<file path="src/rtl/de_ex_stage_pkg.sv">
// Shared definitions for the decode-to-execute stage: datapath width default
// and the forwarding select codes produced by the forwarding unit.
package de_ex_stage_pkg;

    localparam int XLEN_DEFAULT = 32;
    localparam int FWD_SEL_W    = 2;

    typedef enum logic [FWD_SEL_W-1:0] {
        NOT_FORWARDING  = 2'b00,
        FORWARDING_EX   = 2'b01,
        FORWARDING_MEM  = 2'b10,
        FORWARDING_RSVD = 2'b11
    } fwd_sel_e;

endpackage

</file>
<file path="src/rtl/de_ex_stage_operand_mux.sv">
// Resolves one source operand from register file, EX result or MEM result.
// Register x0 always reads as zero because the forwarding unit does not filter it.
module de_ex_stage_operand_mux
    import de_ex_stage_pkg::*;
#(
    parameter int XLEN = XLEN_DEFAULT
) (
    input  logic [FWD_SEL_W-1:0] sel,
    input  logic [XLEN-1:0]      rf_data,
    input  logic [XLEN-1:0]      ex_result,
    input  logic [XLEN-1:0]      mem_result,
    input  logic [4:0]           rs,
    output logic [XLEN-1:0]      operand
);

    always_comb begin
        operand = rf_data;
        if (rs == 5'd0) begin
            operand = '0;
        end else begin
            case (fwd_sel_e'(sel))
                FORWARDING_EX:  operand = ex_result;
                FORWARDING_MEM: operand = mem_result;
                default:        operand = rf_data;  // reserved code reads the register file
            endcase
        end
    end

endmodule

</file>
<file path="src/rtl/de_ex_stage.sv">
// Decode-to-execute pipeline register with operand forwarding and load-use stall.
// Optional macro DE_EX_PERF_EN adds a saturating stall-cycle counter output.
module de_ex_stage
    import de_ex_stage_pkg::*;
#(
    parameter int XLEN = XLEN_DEFAULT
) (
    input  logic                 clk,
    input  logic                 reset,
    input  logic                 de_valid,
    output logic                 de_ready,
    input  logic [XLEN-1:0]      de_pc,
    input  logic [4:0]           de_rs1,
    input  logic [4:0]           de_rs2,
    input  logic                 de_rs1_used,
    input  logic                 de_rs2_used,
    input  logic [XLEN-1:0]      rf_rdata1,
    input  logic [XLEN-1:0]      rf_rdata2,
    input  logic [4:0]           de_rd,
    input  logic                 de_wen,
    input  logic                 de_is_load,
    input  logic [FWD_SEL_W-1:0] forward_rs1,
    input  logic [FWD_SEL_W-1:0] forward_rs2,
    input  logic [XLEN-1:0]      ex_result,
    input  logic [XLEN-1:0]      mem_result,
    input  logic                 flush,
    input  logic                 ex_ready,
    output logic                 ex_valid,
    output logic [XLEN-1:0]      ex_pc,
    output logic [XLEN-1:0]      ex_op1,
    output logic [XLEN-1:0]      ex_op2,
    output logic [4:0]           ex_rd,
    output logic                 ex_wen,
    output logic                 ex_is_load
`ifdef DE_EX_PERF_EN
    ,
    output logic [31:0]          perf_stall_cycles
`endif
);

    logic [XLEN-1:0] op1;
    logic [XLEN-1:0] op2;
    logic            hazard;
    logic            rs1_needs_ex;
    logic            rs2_needs_ex;
    logic            ex_wen_q;

    de_ex_stage_operand_mux #(.XLEN(XLEN)) u_mux_rs1 (
        .sel        (forward_rs1),
        .rf_data    (rf_rdata1),
        .ex_result  (ex_result),
        .mem_result (mem_result),
        .rs         (de_rs1),
        .operand    (op1)
    );

    de_ex_stage_operand_mux #(.XLEN(XLEN)) u_mux_rs2 (
        .sel        (forward_rs2),
        .rf_data    (rf_rdata2),
        .ex_result  (ex_result),
        .mem_result (mem_result),
        .rs         (de_rs2),
        .operand    (op2)
    );

    // A load still in EX has no data yet, so an EX forward from it must wait a cycle.
    assign rs1_needs_ex = de_rs1_used && (de_rs1 != 5'd0) && (forward_rs1 == FORWARDING_EX);
    assign rs2_needs_ex = de_rs2_used && (de_rs2 != 5'd0) && (forward_rs2 == FORWARDING_EX);
    assign hazard       = de_valid && ex_valid && ex_is_load && (rs1_needs_ex || rs2_needs_ex);

    // Handshake: a transfer happens on a rising edge where valid and ready are both
    // high; valid never depends on ready, and a held EX register stays stable.
    assign de_ready = flush || (!hazard && (!ex_valid || ex_ready));

    always_ff @(posedge clk or posedge reset) begin
        if (reset) begin
            ex_valid   <= 1'b0;
            ex_pc      <= '0;
            ex_op1     <= '0;
            ex_op2     <= '0;
            ex_rd      <= '0;
            ex_wen_q   <= 1'b0;
            ex_is_load <= 1'b0;
        end else if (flush) begin
            ex_valid <= 1'b0;
        end else if (ex_valid && !ex_ready) begin
            ex_valid <= ex_valid;
        end else if (de_valid && de_ready) begin
            ex_valid   <= 1'b1;
            ex_pc      <= de_pc;
            ex_op1     <= op1;
            ex_op2     <= op2;
            ex_rd      <= de_rd;
            ex_wen_q   <= de_wen;
            ex_is_load <= de_is_load;
        end else begin
            ex_valid <= 1'b0;
        end
    end

    // Bubbles never present a write enable to the forwarding unit.
    assign ex_wen = ex_wen_q && ex_valid;

`ifdef DE_EX_PERF_EN
    always_ff @(posedge clk or posedge reset) begin
        if (reset) begin
            perf_stall_cycles <= '0;
        end else if (de_valid && hazard && !flush && (perf_stall_cycles != 32'hFFFF_FFFF)) begin
            perf_stall_cycles <= perf_stall_cycles + 32'd1;
        end
    end
`endif

endmodule

</file>
<file path="config.mk">
export PLATFORM = sky130hd
export DESIGN_NAME = de_ex_stage
export DESIGN_NICKNAME = d
export VERILOG_FILES = /design/src/rtl/de_ex_stage_pkg.sv /design/src/rtl/de_ex_stage_operand_mux.sv /design/src/rtl/de_ex_stage.sv
export SDC_FILE = /design/constraint.sdc
export NUM_CORES = 1
export LEC_CHECK = 0
export CORE_ASPECT_RATIO = 0.8
export CORE_UTILIZATION = 25
export DETAILED_ROUTE_END_ITERATION = 10
export GPL_ROUTABILITY_DRIVEN = 0
export HOLD_SLACK_MARGIN = 0.15
export PLACE_DENSITY_LB_ADDON = 0.08
export SYNTH_ARGS = -nofsm -noshare
export SYNTH_HDL_FRONTEND = slang
export SYNTH_HIERARCHICAL = 1
export SYNTH_SLANG_ARGS = --single-unit
</file>
<file path="constraint.sdc">
create_clock -name clk -period 4.3 [get_ports clk]
set_clock_uncertainty 0.1 [all_clocks]
set_input_delay 1.29 -clock clk [delete_from_list [all_inputs] [get_ports clk]]
set_output_delay 1.29 -clock clk [all_outputs]
set_load 0.02 [all_outputs]
</file>
==> metrics <==
initial antenna violation count=0; Post-CTS Setup Inserts=0; Net Sw Frac=33.8%; final setup margin=58.3 ps; Setup crit start=de_valid; # diodes=0; reg2reg path depth=6; non-filler instance count after layout=1074; Worst Setup Path Type=in2out; Post-Place Worst Slack=-291 ps; hold_buf cts=0; Row Count=50; mapped cell area=0.00607 sq mm; fin crit period=4240 ps; placed insts=1058; area occupied by multi-input gates=0.00307 sq mm; area fraction of the dominant cell type after synthesis=42.9%; nets=949; sequential element share of the synthesized area=42.9%; Largest stage delay, worst path=470 ps; cells after synthesis=476; Remaining DRCs=0; Layout Area Growth over Synthesis=57.5%; CP Launch Type=input pin; status=finished, final reports clean; H-tree depth=3; Die Wd=176 um; initial core utilization=25.7%; Hold Violations, Final=0; Worst-Skew Late Latency=350 ps; root buf cell=clkbuf_16; critical path arrival=2850 ps; end of the worst hold path=ex_rd[2]$_DFFE_PP0P_; top cell type by total area after synthesis=dfrtp_1; Yosys cell types=26; clock share of power=22.6%; fin. max-slew vios=0; vias per std cell=4.88; Reg power frac=35.1%; Rel. slew slack=44.5%; worst reg-to-reg setup slack=1950 ps; RR Endpoint=ex_op2[1]$_DFFE_PP0P_; Combinational Power Share=42.3%; Max Root-Sink Buffers=2; first-pass GRT wire length=34000 um; Syn Area/Cell=12.8 sq um; TNS Setup=0 ps; DPL Wire Length=16000 um; CTS tree=built; clk sink count=104; Routed Antenna Nets=0; synthesis warning total=6; Worst Setup End Kind=output pin; vias in the first global route=5757; total grt overflow=0; crit-path cells=clkdlybuf4s50_1 > nand3_1 > a211o_1 > a31o_2 > dlygate4sd2_1; Critical Path RT=2910 ps; Period Utilization, post-route=98.6%; die height=141 um; syn nets=668; Stages on worst setup path=5; PortBufs=292; Final setup viols=0; leak pwr=3.83 nW; Hold Crit Start=ex_rd[2]$_DFFE_PP0P_; maximum clock frequency=236 MHz; max cap viols=0; Synth area leaders=dfrtp_1, mux2_4, a221oi_1; CP max stage cell=clkdlybuf4s50_1; die footprint=0.0249 sq mm; measured slew at the worst slew-check pin=833 ps; fillcell total=2241; DRT Wirelength=22500 um; Num CTS Buffers=9; Hold/Removal Path Class=reg2reg; I/O pin count=293; r2r startpoint=ex_is_load$_DFFE_PP0P_; synthesized flop and latch total=104; share of layout cells above drive strength 1=21.3%; register area=0.00260 sq mm; Top delay family on crit path=buffers and inverters; Power Internal=0.00251 W; Global Route Usage Sum=18.1%; Initial DRC Count=291; Hold Path Stages=1; post-DR wirelength/cell=20.9 um; sw power=0.00128 W; Critical path buffers and inverters=2; Core Box Area=0.0236 sq mm; PwrDens=396 mW/mm^2; via count=5240; Worst-path clk slew=80 ps; largest net degree at the start of global routing=65; router iterations before antenna repair=4; RSZ-0062 raised after global routing=false; Worst IR Drop VDD=208 uV; crit path max fanout=2
==> worst reg2reg max path, delay by kind of cell, from the launching register on <==
family / cells / cell delay [ps]
DFF: 1 / 410
buffers and inverters: 2 / 500
and+or+nand+nor: 2 / 410
muxes: 1 / 430
AOI/OAI and AO/OA: 1 / 390
==> stage by stage <==
| step | hold slack, ps | util (%) | cell area (sq um) | power (W) |
|---|---|---|---|---|
| final | 408 | 40.5 | 9560 | 0.00379 |
| after global placement | 386 | 39.3 | 9260 | 0.00295 |
| after CTS | 413 | 40.5 | 9560 | 0.00386 |
| after global routing | 430 | 40.5 | 9560 | 0.00400 |
| after detailed placement | 391 | 39.3 | 9260 | 0.00296 |
| after floorplan | 371 | - | 6070 | 0.00215 |
==> logic make-up after synthesis <==
family,synth area share (%)
multiplexers,22.8
buffers and inverters,6.78
flip-flops,42.9
adder cells (fa/ha/maj),0.825
AND/OR/NAND/NOR,8.58
AO/OA/AOI/OAI,18.2
==> worst max path at each step <==
stage | endpoint | slack [ps]
after detailed placement | de_ready | -290
after CTS | de_ready | 60
after global routing | de_ready | 9
final | de_ready | 60
after global placement | de_ready | -290
after floorplan | ex_is_load$_DFFE_PP0P_ | 180
==> power by group through the flow <==
| stage | clock [W] | combinational, W | sequential, W |
|---|---|---|---|
| 3_3_place_gp | 0 | 0.00161 | 0.00134 |
| 4_1_cts | 0.000901 | 0.00162 | 0.00133 |
| 2_1_floorplan | 0 | 0.000543 | 0.00161 |
| 3_5_place_dp | 0 | 0.00161 | 0.00134 |
| 5_1_grt | 0.000936 | 0.00170 | 0.00136 |
| 6_report | 0.000855 | 0.00160 | 0.00133 |
==> routing by layer <==
| layer | GRT usage [%] | share of wire, % | vias up |
|---|---|---|---|
| met5 | 0 | 0 | - |
| met4 | 3.43 | 0.58 | 0 |
| met3 | 7.72 | 11 | 10 |
| met2 | 28.3 | 45 | 220 |
| met1 | 23.3 | 44 | 2618 |
| li1 | - | - | 2392 |
==> timing repair <==
item                       CTS  global route
gates resized for setup      4             0
setup endpoints to repair    1             1
pin swaps                    0             1
==> cells in the final DEF, fill, tap and decap left out, types with 2 or more instances in the layout <==
cell type	netlist	final
clkdlybuf4s50_1	0	289
dfrtp_1	104	104
nor2b_1	65	65
a221oi_1	64	64
mux2_4	59	59
a211oi_1	58	58
mux2_2	44	44
buf_4	4	23
clkbuf_16	0	9
inv_1	7	6
a211oi_2	6	6
buf_12	7	4
dlygate4sd2_1	0	3
ha_2	0	3
nor2_1	2	2
nand3b_1	2	2
inv_6	0	2
inv_8	0	2
nor4_4	2	2
==> synth_stat cells <==
master and number:
a211o_1 1, a211o_2 1, a211oi_1 58, a211oi_2 6
a221oi_1 64, a31o_2 1, and2_1 1, buf_12 7
buf_2 22, buf_4 4, buf_6 6, clkbuf_1 10
dfrtp_1 104, ha_1 4, inv_1 7, mux2_2 44
mux2_4 59, nand2b_1 1, nand3_1 1, nand3b_1 2
nand4_4 1, nor2_1 2, nor2b_1 65, nor3_1 2
nor4_4 2, o21ai_0 1
==> state kept, by name, indices dropped and copies added (netlist names) <==
register / count
ex_op2: 32
ex_op1: 32
ex_is_load: 1
ex_pc: 32
ex_wen_q: 1
ex_rd: 5
ex_valid: 1
==> final cells by class <==
cell class,count,share of cell area [%]
well taps,312,4.08
clock inverters,7,0.759
flip-flops and latches,104,27.2
repair buffers,319,33.2
clock buffers,9,2.36
inverters,7,0.301
multi-input cells,316,32.1
Power figures use the tool's default switching activity.
